### src/rtl/frame_buffer_writer_pkg.sv
// Shared types, widths and the iteration-to-colour map for the frame buffer writer.
package frame_buffer_writer_pkg;

  localparam int unsigned PIX_W  = 24;
  localparam int unsigned DATA_W = 32;

  localparam logic [DATA_W-1:0] COLOR_INSIDE         = 32'h0000_0000;
  localparam logic [PIX_W-1:0]  DEFAULT_FRAME_PIXELS = 24'd1764000;

  typedef enum logic [2:0] {
    S_IDLE   = 3'd0,
    S_KICK   = 3'd1,
    S_STREAM = 3'd2,
    S_DRAIN  = 3'd3,
    S_DONE   = 3'd4
  } fbw_state_e;

  // Points that reached the ceiling are inside the set and drawn black.
  function automatic logic [DATA_W-1:0] iter_to_colour(input logic [DATA_W-1:0] iter,
                                                       input logic [DATA_W-1:0] max_iter);
    if (iter >= max_iter) return COLOR_INSIDE;
    return {8'h00, iter[7:0], iter[6:0], 1'b0, ~iter[7:0]};
  endfunction

endpackage

### src/rtl/frame_buffer_writer_if.sv
// Engine stream and frame-memory write port seen by the frame buffer writer.
interface frame_buffer_writer_if #(
  parameter int unsigned ADDR_W = 24
);
  import frame_buffer_writer_pkg::*;

  logic              start_render;
  logic [DATA_W-1:0] eng_data;
  logic              eng_ready;
  logic              eng_frame_rdy;
  logic              send_data;
  logic [ADDR_W-1:0] mem_addr;
  logic [DATA_W-1:0] mem_wdata;
  logic              mem_we;
  logic              mem_busy;

  modport master (
    output start_render, send_data, mem_addr, mem_wdata, mem_we,
    input  eng_data, eng_ready, eng_frame_rdy, mem_busy
  );

  modport slave (
    input  start_render, send_data, mem_addr, mem_wdata, mem_we,
    output eng_data, eng_ready, eng_frame_rdy, mem_busy
  );
endinterface

### src/rtl/frame_buffer_writer_pixel_fifo.sv
// Skid FIFO between engine and memory; the head word is always presented from a register.
module frame_buffer_writer_pixel_fifo #(
  parameter int unsigned DEPTH = 4,
  parameter int unsigned WIDTH = 32
) (
  input  logic             clk,
  input  logic             rst_n,
  input  logic             push_i,
  input  logic [WIDTH-1:0] din_i,
  input  logic             pop_i,
  output logic             full_o,
  output logic             empty_o,
  output logic [WIDTH-1:0] head_o
);

  localparam int unsigned AW = (DEPTH > 1) ? $clog2(DEPTH) : 1;
  localparam int unsigned CW = $clog2(DEPTH + 1);

  logic [WIDTH-1:0] mem_q [DEPTH];
  logic [AW-1:0]    wptr_q, wptr_d, rptr_q, rptr_d;
  logic [CW-1:0]    ram_cnt_q, ram_cnt_d;
  logic [CW-1:0]    fill_q, fill_d;
  logic             hvld_q, hvld_d;
  logic             full_q, full_d;
  logic [WIDTH-1:0] head_q, head_d;
  logic             load_c;

  always_ff @(posedge clk) begin
    if (push_i) mem_q[wptr_q] <= din_i;
  end

  // Head refills from storage whenever it is empty or being consumed this edge.
  always_comb begin
    load_c    = (ram_cnt_q != '0) && (!hvld_q || pop_i);
    wptr_d    = wptr_q + AW'(push_i);
    rptr_d    = rptr_q + AW'(load_c);
    ram_cnt_d = ram_cnt_q + CW'(push_i) - CW'(load_c);
    fill_d    = fill_q + CW'(push_i) - CW'(pop_i);
    full_d    = (fill_d == CW'(DEPTH));
    hvld_d    = hvld_q;
    head_d    = head_q;
    if (load_c) begin
      hvld_d = 1'b1;
      head_d = mem_q[rptr_q];
    end else if (pop_i) begin
      hvld_d = 1'b0;
    end
  end

  always_ff @(posedge clk or negedge rst_n) begin
    if (!rst_n) begin
      wptr_q    <= '0;
      rptr_q    <= '0;
      ram_cnt_q <= '0;
      fill_q    <= '0;
      hvld_q    <= 1'b0;
      full_q    <= 1'b0;
      head_q    <= '0;
    end else begin
      wptr_q    <= wptr_d;
      rptr_q    <= rptr_d;
      ram_cnt_q <= ram_cnt_d;
      fill_q    <= fill_d;
      hvld_q    <= hvld_d;
      full_q    <= full_d;
      head_q    <= head_d;
    end
  end

  assign full_o  = full_q;
  assign empty_o = !hvld_q;
  assign head_o  = head_q;

endmodule

### src/rtl/frame_buffer_writer.sv
// Drains the Mandelbrot engine stream, colours each iteration count and writes one frame to memory.
module frame_buffer_writer
  import frame_buffer_writer_pkg::*;
#(
  parameter int unsigned       ADDR_W     = 24,
  parameter logic [ADDR_W-1:0] BASE_ADDR  = '0,
  parameter int unsigned       FIFO_DEPTH = 4
) (
  input  logic                  clk,
  input  logic                  rst_n,
  input  logic                  frame_go_i,
  input  logic [PIX_W-1:0]      total_pixels_i,
  input  logic [DATA_W-1:0]     max_iter_i,
  output logic                  busy_o,
  output logic                  frame_done_o,
  frame_buffer_writer_if.master bus
);

  fbw_state_e        state_q, state_d;
  logic [PIX_W-1:0]  tot_q, tot_d;
  logic [DATA_W-1:0] max_q, max_d;
  logic [PIX_W-1:0]  rx_cnt_q, rx_cnt_d;
  logic [PIX_W-1:0]  wr_cnt_q, wr_cnt_d;
  logic [ADDR_W-1:0] addr_q, addr_d;
  logic              start_q, done_q, busy_q;

  logic              fifo_full, fifo_empty;
  logic [DATA_W-1:0] fifo_head;
  logic              send_data_c, mem_we_c, push_c, pop_c;

  assign send_data_c = (state_q == S_STREAM) && !fifo_full && (rx_cnt_q < tot_q);
  assign mem_we_c    = !fifo_empty && ((state_q == S_STREAM) || (state_q == S_DRAIN));
  assign push_c      = bus.eng_ready && send_data_c;
  assign pop_c       = mem_we_c && !bus.mem_busy;

  frame_buffer_writer_pixel_fifo #(
    .DEPTH (FIFO_DEPTH),
    .WIDTH (DATA_W)
  ) u_fifo (
    .clk     (clk),
    .rst_n   (rst_n),
    .push_i  (push_c),
    .din_i   (iter_to_colour(bus.eng_data, max_q)),
    .pop_i   (pop_c),
    .full_o  (fifo_full),
    .empty_o (fifo_empty),
    .head_o  (fifo_head)
  );

  // Frame sequencing; the write counter alone decides completion.
  always_comb begin
    state_d  = state_q;
    tot_d    = tot_q;
    max_d    = max_q;
    rx_cnt_d = rx_cnt_q + PIX_W'(push_c);
    wr_cnt_d = wr_cnt_q + PIX_W'(pop_c);
    addr_d   = addr_q + ADDR_W'(pop_c);
    unique case (state_q)
      S_IDLE: begin
        if (frame_go_i) begin
          tot_d    = total_pixels_i;
          max_d    = max_iter_i;
          rx_cnt_d = '0;
          wr_cnt_d = '0;
          addr_d   = BASE_ADDR;
          state_d  = (total_pixels_i == '0) ? S_DONE : S_KICK;
        end
      end
      S_KICK:   state_d = S_STREAM;
      S_STREAM: if (rx_cnt_d == tot_q) state_d = S_DRAIN;
      S_DRAIN:  if (pop_c && (wr_cnt_d == tot_q)) state_d = S_DONE;
      S_DONE:   state_d = S_IDLE;
      default:  state_d = S_IDLE;
    endcase
  end

  always_ff @(posedge clk or negedge rst_n) begin
    if (!rst_n) begin
      state_q  <= S_IDLE;
      tot_q    <= '0;
      max_q    <= '0;
      rx_cnt_q <= '0;
      wr_cnt_q <= '0;
      addr_q   <= BASE_ADDR;
      start_q  <= 1'b0;
      done_q   <= 1'b0;
      busy_q   <= 1'b0;
    end else begin
      state_q  <= state_d;
      tot_q    <= tot_d;
      max_q    <= max_d;
      rx_cnt_q <= rx_cnt_d;
      wr_cnt_q <= wr_cnt_d;
      addr_q   <= addr_d;
      start_q  <= (state_d == S_KICK);
      done_q   <= (state_d == S_DONE);
      busy_q   <= (state_d != S_IDLE);
    end
  end

  assign bus.start_render = start_q;
  assign bus.send_data    = send_data_c;
  assign bus.mem_we       = mem_we_c;
  assign bus.mem_addr     = addr_q;
  assign bus.mem_wdata    = fifo_head;
  assign busy_o           = busy_q;
  assign frame_done_o     = done_q;

endmodule

### src/flat_wrapper.sv
// flat-port wrapper written by rule: the top's interface ports become plain ports
module frame_buffer_writer_flat import frame_buffer_writer_pkg::*;
#(
  parameter int unsigned       ADDR_W     = 24,
  parameter logic [ADDR_W-1:0] BASE_ADDR  = '0,
  parameter int unsigned       FIFO_DEPTH = 4
)
  (clk, rst_n, frame_go_i, total_pixels_i, max_iter_i, busy_o, frame_done_o, bus_start_render, bus_send_data, bus_mem_addr, bus_mem_wdata, bus_mem_we, bus_eng_data, bus_eng_ready, bus_eng_frame_rdy, bus_mem_busy);
  frame_buffer_writer_if #(.ADDR_W(ADDR_W)) bus_i ();
  input  logic clk;
  input  logic rst_n;
  input  logic frame_go_i;
  input  logic [PIX_W-1:0] total_pixels_i;
  input  logic [DATA_W-1:0] max_iter_i;
  output logic busy_o;
  output logic frame_done_o;
  output wire logic [$bits(bus_i.start_render)-1:0] bus_start_render;
  output wire logic [$bits(bus_i.send_data)-1:0] bus_send_data;
  output wire logic [$bits(bus_i.mem_addr)-1:0] bus_mem_addr;
  output wire logic [$bits(bus_i.mem_wdata)-1:0] bus_mem_wdata;
  output wire logic [$bits(bus_i.mem_we)-1:0] bus_mem_we;
  input wire logic [$bits(bus_i.eng_data)-1:0] bus_eng_data;
  input wire logic [$bits(bus_i.eng_ready)-1:0] bus_eng_ready;
  input wire logic [$bits(bus_i.eng_frame_rdy)-1:0] bus_eng_frame_rdy;
  input wire logic [$bits(bus_i.mem_busy)-1:0] bus_mem_busy;
  assign bus_start_render = bus_i.start_render;
  assign bus_send_data = bus_i.send_data;
  assign bus_mem_addr = bus_i.mem_addr;
  assign bus_mem_wdata = bus_i.mem_wdata;
  assign bus_mem_we = bus_i.mem_we;
  assign bus_i.eng_data = bus_eng_data;
  assign bus_i.eng_ready = bus_eng_ready;
  assign bus_i.eng_frame_rdy = bus_eng_frame_rdy;
  assign bus_i.mem_busy = bus_mem_busy;
  frame_buffer_writer #(.ADDR_W(ADDR_W), .BASE_ADDR(BASE_ADDR), .FIFO_DEPTH(FIFO_DEPTH)) u_core (.clk(clk), .rst_n(rst_n), .frame_go_i(frame_go_i), .total_pixels_i(total_pixels_i), .max_iter_i(max_iter_i), .busy_o(busy_o), .frame_done_o(frame_done_o), .bus(bus_i));
endmodule
### config.mk
export PLATFORM = sky130hd
export DESIGN_NAME = frame_buffer_writer_flat
export DESIGN_NICKNAME = d
export VERILOG_FILES = /design/src/rtl/frame_buffer_writer_pkg.sv /design/src/rtl/frame_buffer_writer_if.sv /design/src/rtl/frame_buffer_writer_pixel_fifo.sv /design/src/rtl/frame_buffer_writer.sv /design/src/flat_wrapper.sv
export SDC_FILE = /design/constraint.sdc
export NUM_CORES = 1
export LEC_CHECK = 0
export CORE_UTILIZATION = 57
export DETAILED_ROUTE_END_ITERATION = 8
export DONT_BUFFER_PORTS = 1
export PLACE_DENSITY = 0.78
export SETUP_SLACK_MARGIN = 0.1
export SYNTH_ARGS = -nofsm -noshare
export SYNTH_HDL_FRONTEND = slang
export SYNTH_SLANG_ARGS = --single-unit
### constraint.sdc
create_clock -name clk -period 4.61 [get_ports clk]
set_input_delay 0.922 -clock clk [delete_from_list [all_inputs] [get_ports clk]]
set_output_delay 0.922 -clock clk [all_outputs]
set_load 0.01 [all_outputs]
Word-level counts from Yosys, hierarchy flattened
Memories as Yosys holds them, arrays and structs flattened. A register that Yosys moved wholly into a read port is not among the register bits.
Cells that the tools add are included.
{"block": "totals", "reg_bits": 146, "ramBits": 128, "in_bits": 94, "out_inout_bits": 61, "memories": 1}
{"block": "classes", "addsub": 9, "magnitude_cmp": 2, "eq_ne": 8, "n_mux": 18, "bitwise": 1, "n_reduce_logical": 19}
{"memory": "u_core.u_fifo.mem_q", "words": 4, "word_bits": 32, "rd": 1, "rd_clocked_by_memory_dff": 1, "wr": 1, "line_no": "frame_buffer_writer_pixel_fifo.sv:19", "text": "logic [WIDTH-1:0] mem_q [DEPTH];"}
{"op": "$mux 24", "n": 6}
{"op": "$add 24x1->24", "n": 3}
{"op": "$mux 32", "n": 2}
{"op": "$eq 24x24->1", "n": 2}
{"op": "$ge 32x32->1", "n": 1}
{"op": "$logic_not 24->1", "n": 1}
{"op": "$lt 24x24->1", "n": 1}
{"op": "$mux 3", "n": 4}
{"op": "$pmux 3 s4", "n": 1}
{"op": "$not 8->8", "n": 1}
{"op": "$logic_and 1x1->1", "n": 7}
{"op": "$add 3x1->3", "n": 2}
{"op": "$eq 3x1->1 const B", "n": 2}
{"op": "$eq 3x2->1 const B", "n": 2}
{"op": "$eq 3x3->1 const B", "n": 2}
{"op": "$reduce_bool 3->1", "n": 2}
{"op": "$sub 3x1->3", "n": 2}
{"op": "$mux 1", "n": 5}
{"op": "$add 2x1->2", "n": 2}
{"op": "$logic_not 1->1", "n": 4}
{"op": "$logic_not 3->1", "n": 1}
{"op": "$logic_or 1x1->1", "n": 2}
{"op": "$reduce_and 2->1", "n": 1}
{"op": "$reduce_bool 2->1", "n": 1}

Logic depth before layout (Yosys ltp)
Gate-level depths: netlist of run 1.
{"block": "depth", "depth_word": 10, "mapped_depth": 21, "mapped_depth_nobuf": 20}

By module
A second synthesis of run 1 with hierarchy kept.
{"block": "hier_totals", "hier_cells": 1233, "area_unflattened_um2": 14985.6}
{"module": "frame_buffer_writer", "instances": 1, "cells_each": 951, "area_each_um2": 8466.9, "seq_area_each_um2": 3353.2}
{"module": "frame_buffer_writer_pixel_fifo", "instances": 1, "cells_each": 282, "area_each_um2": 6518.8, "seq_area_each_um2": 4944.7}

Least setup slack after synthesis of run 1
OpenSTA, ideal clock, no wires.
{"block": "synth_path", "path_type": "register to register", "start": "register u_core.tot_q[12]", "end": "register u_core.state_q[0]", "setup_ps": 95, "t_arrival_ps": 3855, "required_ps": 4515, "setup_slack_ps": 660, "path_stages_with_launch": 21, "path_buffers": 2, "period_less_slack_ps": 3950, "path_cell_list": "dfrtp_1 inv_1 ha_1 nand4_1 nor4_1 o31a_1 a311o_1 nor2_1 o211ai_1 inv_1 ha_1 and3_1 buf_2 and3_1 clkbuf_1 xnor2_1 o221ai_1 or4b_1 nor4_1 a31oi_1 o31ai_1"}
{"block": "synth_between", "elab_chain_cells": 7}
{"item": "from (decl)", "line_no": "frame_buffer_writer.sv:20", "text": "logic [PIX_W-1:0] tot_q, tot_d;"}
{"item": "from (signal assigned)", "line_no": "frame_buffer_writer.sv:90", "text": "tot_q <= tot_d;"}
{"item": "$lt 24x24->1", "line_no": "frame_buffer_writer.sv:31", "text": "assign send_data_c = (state_q == S_STREAM) && !fifo_full && (rx_cnt_q < tot_q);"}
{"item": "$logic_and 1x1->1", "line_no": "frame_buffer_writer.sv:31"}
{"item": "$logic_and 1x1->1", "line_no": "frame_buffer_writer.sv:33", "text": "assign push_c = bus.eng_ready && send_data_c;"}
{"item": "$add 24x1->24", "line_no": "frame_buffer_writer.sv:55", "text": "rx_cnt_d = rx_cnt_q + PIX_W'(push_c);"}
{"item": "$eq 24x24->1", "line_no": "frame_buffer_writer.sv:70", "text": "S_STREAM: if (rx_cnt_d == tot_q) state_d = S_DRAIN;"}
{"item": "$mux 3", "line_no": "frame_buffer_writer.sv:70"}
{"item": "$pmux 3 s4 *", "line_no": "frame_buffer_writer.sv:58", "text": "unique case (state_q)"}
{"item": "via u_core.state_d[0]", "line_no": "frame_buffer_writer.sv:19", "text": "fbw_state_e state_q, state_d;"}
{"item": "to (signal assigned)", "line_no": "frame_buffer_writer.sv:89", "text": "state_q <= state_d;"}
{"item": "to (decl)", "line_no": "frame_buffer_writer.sv:19"}
Mark *: on every way through the listed nets, which the timed path passes. The rest lies on a longest branch.
A chain may end at the register's enable or synchronous reset.

Final worst setup path of run 1
{"block": "layout_path", "start": "register u_core.rx_cnt_q[1]", "end": "register u_core.busy_q (netlist: u_core.busy_o)"}
{"block": "layout_between", "elab_chain_cells": 8}
{"item": "from (decl)", "line_no": "frame_buffer_writer.sv:22", "text": "logic [PIX_W-1:0] rx_cnt_q, rx_cnt_d;"}
{"item": "from (signal assigned)", "line_no": "frame_buffer_writer.sv:92", "text": "rx_cnt_q <= rx_cnt_d;"}
{"item": "$lt 24x24->1", "line_no": "frame_buffer_writer.sv:31"}
{"item": "$logic_and 1x1->1", "line_no": "frame_buffer_writer.sv:31"}
{"item": "$logic_and 1x1->1", "line_no": "frame_buffer_writer.sv:33"}
{"item": "$add 24x1->24 *", "line_no": "frame_buffer_writer.sv:55"}
{"item": "$eq 24x24->1 *", "line_no": "frame_buffer_writer.sv:70"}
{"item": "$mux 3 *", "line_no": "frame_buffer_writer.sv:70"}
{"item": "$pmux 3 s4 *", "line_no": "frame_buffer_writer.sv:58"}
{"item": "$reduce_bool 3->1 *", "line_no": "frame_buffer_writer.sv:97", "text": "busy_q <= (state_d != S_IDLE);"}
{"item": "to (signal assigned)", "line_no": "frame_buffer_writer.sv:97"}
{"item": "to (decl)", "line_no": "frame_buffer_writer.sv:25", "text": "logic start_q, done_q, busy_q;"}
Every way passes the cells marked *; elsewhere a longest branch is shown, timed or not.

==> out/results.ini, run 1 <==
[run_status]
status=finished clean

[yosys]
synth_cell_type_count=70
async_flop_share_pct=71.68
yosys.area.top_type=dfrtp_1
postSynthCellCount=1111
synth_edf_count=64
yosysTopAreaCellShare_pct=33.89
ys_seq_area_share_pct=49.96
synth_flop_cell=dfrtp_1
synth.cell_area_um2=11960
synth.ff_latch_count=226
synthTopCellsByArea=dfrtp_1, edfxtp_1, ha_1
yosys-top-cells-count=dfrtp_1, nand2_1, nor2_1
post-synth-top-count-cell=dfrtp_1
ys_warn_count=0
syn_avg_cell_area_um2=10.77

[die]
die_y_um=146.9
die_x_um=146.9
row_count=52
core_um2=20430
initial_utilization_pct=58.54
pin_count=155
die-area_um2=21570

[critical_path]
startpoint=u_core.rx_cnt_q[1]$_DFF_PN0_
worstPathRequired_ns=4.99
cp_max_fo=5
arrival_ns=4.72
rr_startpoint=u_core.rx_cnt_q[1]$_DFF_PN0_
crit_type=register to register
critPathCaptureType=register
start_kind=register

[clock_network]
cts-root-buf=clkbuf_16
tritoncts=yes
cts_max_path_buffers=3
ctsHoldBuffers=0
htreeDepth=1
clkSinkCount=226
cts_made_buffers=24
clk_pin_slew_ns=0.06
clk_latency_ns=0.54

[sta]
fmax_ghz=0.2306
setup_viol=0
fin_hold_ws_ns=0.07439
maxSlewViolCount=0
slew-limit-headroom_pct=27.94
fin_skew_ns=0.01957
finalHoldViolCount=0
finalCriticalPeriod_ns=4.336
rsz0062_at_grt=false
fin_setup_tns_ns=0
worst_slack_ns=0.2738
worst_pin_slew_ns=1.081
layout_worst_path_cycle_share_pct=94.06

[power]
p_leak_nw=5.778
seqPwrFrac_pct=48.6
swShare_pct=28.49
pwr-share-clk_pct=35.0
power_frac_comb_pct=16.4
power_density_nw_per_um2=404.3
intPower_mw=3.852
power_switching_mw=1.535
max-vdd-ir-drop_mv=0.2583

[global_route]
overflow=0
grt_pass1_wl_um=44680
grt_pass1_vias=8518
track_usage_pct=26.43
grt_max_degree=163
antenna_found_initial=0

[finish]
num_antenna_cells=0
layout-drive-gt1-share_pct=13.98
area_delta_synth_final_pct=11.38
fillers=1538
nNetsFinal=1297
post-route-util_pct=65.21
seq_area_um2=5977
multi_input_area_um2=5543

[placement]
gp_congestion=0.9107
dpl.hpwl_um=19930
io_buffers=0
post-place-ws_ns=0.05407

[route]
vias_per_cell=6.001
wirelength_um=28180
wl_per_cell_um=19.82
ant_nets=0
dr.pass1.iters=5
drt_iter0_drc=717
via_count=8533
drc=0

[flow_run]
drv_cap=0

[hold_path]
hold_class=primary input to async pin

-- area by class of cell --
class | instances | area share, %
Clock buffer | 35 | 5.119
Clock inverter | 9 | 0.7326
Inverter | 71 | 2.001
Multi-Input combinational cell | 757 | 41.61
Sequential cell | 226 | 44.87
Tap cell | 270 | 2.536
Timing Repair Buffer | 54 | 3.137
-- power groups by stage --
stage / clock network, mW / registers [mW] / logic (mW)
after global placement: 0 / 2.64 / 0.819
after detailed placement: 0 / 2.66 / 0.877
after global routing: 2.00 / 2.66 / 0.982
after CTS: 1.91 / 2.62 / 0.886
final: 1.88 / 2.62 / 0.884
after floorplan: 0 / 2.50 / 0.818
-- stage by stage --
step                power (mW)  instances  instance area [µm²]
floorplan                3.321       1119                11990
global placement         3.461       1370                12390
finish                   5.386       1422                13320
CTS                      5.421       1415                13200
global route             5.640       1422                13320
detailed placement       3.536       1370                12390
-- critical path, stage by stage (launching register included) --
cell and delay [ns]:
dfrtp_2 0.43, ha_1 0.30, a21o_1 0.16, a21oi_1 0.15, o21ai_0 0.15, a311o_1 0.40, nor2_1 0.13, o211ai_1 0.12
inv_2 0.11, ha_2 0.19, ha_2 0.20, nand3_2 0.13, nor4_4 0.34, buf_4 0.20, nand3_1 0.13, xnor2_2 0.18
o2111ai_1 0.24, nor4_2 0.08, buf_4 0.15, a31oi_2 0.29, o21ai_1 0.13
-- cell families (layout without fill, tap and decap cells) --
family                   Yosys count  in the layout  synth area share [%]
adder cells (fa/ha/maj)           69             69                 7.344
XOR/XNOR                         101            101                 7.626
multiplexers                      36             36                 4.875
AND/OR/NAND/NOR                  388            388                 17.24
buffers and inverters            136            169                 4.980
flip-flops                       226            226                 49.96
other                              1              9               0.03135
AO/OA/AOI/OAI                    154            154                 7.940
-- flip-flops by register name (all words and copies together) (netlist names), 2 cells and up --
name                     cells
u_core.rx_cnt_q             24
u_core.u_fifo.mem_q         64
u_core.max_q                32
u_core.bus.mem_addr         24
u_core.u_fifo.rptr_q         2
u_core.u_fifo.head_o        16
u_core.u_fifo.fill_q         3
u_core.wr_cnt_q             24
u_core.u_fifo.ram_cnt_q      3
u_core.u_fifo.wptr_q         2
u_core.tot_q                24
u_core.state_q               3
-- repair_timing --
action                     in CTS  in global routing
resized for setup               3                 17
cloned                          0                  0
setup endpoints to repair       2                  2
pin swaps                       2                 13
setup buffers                   1                  7
-- routing by layer --
layer,share of wire [%],up-vias,global-route usage [%],routed length [µm]
met2,47,366,42.49,13380
met5,0,-,0,0
met3,8.6,54,5.807,2411
met4,2.6,0,9.063,744
met1,41,4143,35.59,11640
li1,-,3970,-,-
-- layout by cell type, fill, tap and decap left out, drive strengths merged, types with 3 or more instances in the layout --
master and instances:
a21o 14, xnor2 61, nor3 16, nand4 39
mux2 18, and4 8, dfrtp 162, a31oi 3
clkbuf 35, and2 6, nor3b 7, and3 18
o2111ai 6, nor4b 9, edfxtp 64, nand2 94
o21ai 70, a211oi 5, a32oi 3, buf 54
xor2 38, nor2 93, clkinv 7, inv 71
nand3b 4, conb 9, nand3 26, or2 3
nand2b 6, nor2b 12, a21oi 27, a311oi 4
or3 8, nor4 37, mux4 16, ha 67
-- worst paths after layout --
check | slack, ns | cells past startpoint | endpoint
max | 0.27 | 20 | u_core.busy_o$_DFF_PN0_
min | 0.07 | 0 | u_core.u_fifo.head_o[22]$_DFFE_PN0P_
max reg2reg | 0.27 | 20 | u_core.busy_o$_DFF_PN0_
min reg2reg | 0.47 | 1 | u_core.u_fifo.fill_q[2]$_DFF_PN0_
max in group asynchronous | 4.11 | 0 | u_core.wr_cnt_q[12]$_DFF_PN0_
min in group clk | 0.47 | 1 | u_core.u_fifo.fill_q[2]$_DFF_PN0_
Power figures use the tool's default switching activity.
==> run 2, diff against run 1 <==
--- a/config.mk
+++ b/config.mk
@@ -9,6 +9,7 @@
 export DETAILED_ROUTE_END_ITERATION = 8
 export DONT_BUFFER_PORTS = 1
 export PLACE_DENSITY = 0.78
+export REMOVE_ABC_BUFFERS = 1
 export SETUP_SLACK_MARGIN = 0.1
 export SYNTH_ARGS = -nofsm -noshare
 export SYNTH_HDL_FRONTEND = slang
==> out/results.ini, run 2 (synthesis gave the netlist of run 1 again) <==
[run_status]
status=finished clean

[global_route]
track_usage_pct=25.62
grt_max_degree=163
overflow=0
grt_pass1_wl_um=43560
antenna_found_initial=0
grt_pass1_vias=8244

[die]
die_y_um=146.9
core_um2=20430
initial_utilization_pct=58.54
die-area_um2=21570
row_count=52
die_x_um=146.9
pin_count=155

[sta]
fmax_ghz=0.2310
finalCriticalPeriod_ns=4.328
setup_viol=0
slew-limit-headroom_pct=13.93
maxSlewViolCount=0
rsz0062_at_grt=false
fin_skew_ns=0.01919
fin_setup_tns_ns=0
worst_pin_slew_ns=1.289
layout_worst_path_cycle_share_pct=93.89
finalHoldViolCount=0

[critical_path]
startpoint=u_core.tot_q[13]$_DFFE_PN0P_
cp_max_fo=4
regToRegSetupSlack_ns=0.28
rr_startpoint=u_core.tot_q[13]$_DFFE_PN0P_
start_kind=register
worstPathRequired_ns=5.02
critPathCaptureType=register
reg2regPathDepth=19
r2r_end=u_core.state_q[0]$_DFF_PN0_
crit_type=register to register
arrival_ns=4.73
worstSetupEndpoint=u_core.state_q[0]$_DFF_PN0_

[finish]
final_common_cell=dfrtp_1
layout-drive-gt1-share_pct=11.96
num_antenna_cells=0
area_delta_synth_final_pct=10.29
max_flop_register=u_core.u_fifo.mem_q
final_cell_mix=dfrtp_1, nand2_1, nor2_1, inv_1, o21ai_0
fin_area_um2=13190
largest_register_ffs=64
nNetsFinal=1273
reg_top3=u_core.u_fifo.mem_q: 64 flops, u_core.max_q: 32 flops

[route]
vias_per_cell=6.034
wirelength_um=27020
wl_per_cell_um=19.31
drc=0
dr.pass1.iters=5
ant_nets=0
via_count=8442
drt_iter0_drc=762

[placement]
io_buffers=0
dpl.hpwl_um=18850
placement.cell_area_um2=12240
gp_congestion=0.9314

[hold_path]
hold_class=primary input to async pin

[power]
power_density_nw_per_um2=419.9
p_leak_nw=5.685
max-vdd-ir-drop_mv=0.2466

[clock_network]
cts_max_path_buffers=3
cts-root-buf=clkbuf_16
clk_latency_ns=0.52
clk_pin_slew_ns=0.06
cts_made_buffers=25
clkSinkCount=226
tritoncts=yes
htreeDepth=1

[flow_run]
drv_cap=0

-- run 2: power by group --
| group | total, mW | switching (mW) | internal (mW) |
|---|---|---|---|
| clock | 2.08 | 0.818 | 1.27 |
| combinational | 0.851 | 0.382 | 0.469 |
| sequential | 2.60 | 0.321 | 2.28 |
| total | 5.54 | 1.52 | 4.02 |
-- run 2: timing repair --
item                                    in CTS  in global routing
gates resized for setup                      0                 13
pin swaps                                    1                  1
endpoints found under the setup margin       2                  2
buffers inserted                             3                  0
hold buffers                                 0                  0
-- run 2: layer usage --
metal	wire length (µm)	up-vias	part of all wire, %	track usage, %
met5	0	-	0	0
met4	858	0	3.2	9.479
met3	1858	61	6.9	3.975
met2	12620	334	47	40.52
met1	11680	4109	43	35.91
li1	-	3938	-	-
-- run 2: worst min path at each step --
stage                                                  from                                   end  cells after the start
after detailed placement  u_core.u_fifo.fill_q[2]$_DFF_PN0_     u_core.u_fifo.fill_q[2]$_DFF_PN0_                      1
after floorplan           u_core.u_fifo.fill_q[2]$_DFF_PN0_     u_core.u_fifo.fill_q[2]$_DFF_PN0_                      1
after CTS                                             rst_n  u_core.u_fifo.head_o[20]$_DFFE_PN0P_                      0
after global placement    u_core.u_fifo.fill_q[2]$_DFF_PN0_     u_core.u_fifo.fill_q[2]$_DFF_PN0_                      1
final                                                 rst_n   u_core.u_fifo.head_o[3]$_DFFE_PN0P_                      0
after global routing                                  rst_n  u_core.u_fifo.head_o[20]$_DFFE_PN0P_                      0
-- run 2: worst max-delay path, stage by stage, from the launching register on --
cell and delay (ns):
dfrtp_1 0.42, inv_1 0.11, ha_1 0.31, nand4_1 0.12, nor4_2 0.29, o31a_1 0.19, a311o_1 0.20, nor2_1 0.08
o211ai_1 0.21, inv_1 0.12, ha_4 0.19, ha_2 0.19, buf_4 0.15, nor4b_1 0.29, a32oi_1 0.10, a32oi_1 0.15
or4b_1 0.51, nor4_4 0.33, a31oi_2 0.16, o31ai_1 0.11
-- run 2: area by class of cell --
| cell class | count | area [µm²] |
|---|---|---|
| Tap cell | 270 | 337.8 |
| Fill cell | 1557 | 7238 |
| Clock buffer | 34 | 719.4 |
| Timing Repair Buffer | 29 | 230.2 |
| Sequential cell | 226 | 5979 |
| Clock inverter | 12 | 153.9 |
| Multi-Input combinational cell | 757 | 5504 |
| Inverter | 71 | 266.5 |
-- run 2: through the flow --
| step | total power, mW | setup slack, ns | hold WS, ns | utilization (%) | cells |
|---|---|---|---|---|---|
| final | 5.539 | 0.2817 | 0.09371 | 64.57 | 1399 |
| after global routing | 5.783 | 0.09992 | 0.07775 | 64.57 | 1399 |
| after CTS | 5.583 | 0.1781 | 0.07681 | 64.29 | 1399 |
| after detailed placement | 3.499 | 0.03880 | 0.4534 | 59.91 | 1350 |
| after global placement | 3.432 | 0.2184 | 0.4560 | 59.91 | 1350 |
| after floorplan | 3.257 | -10.30 | 0.4366 | - | 1054 |
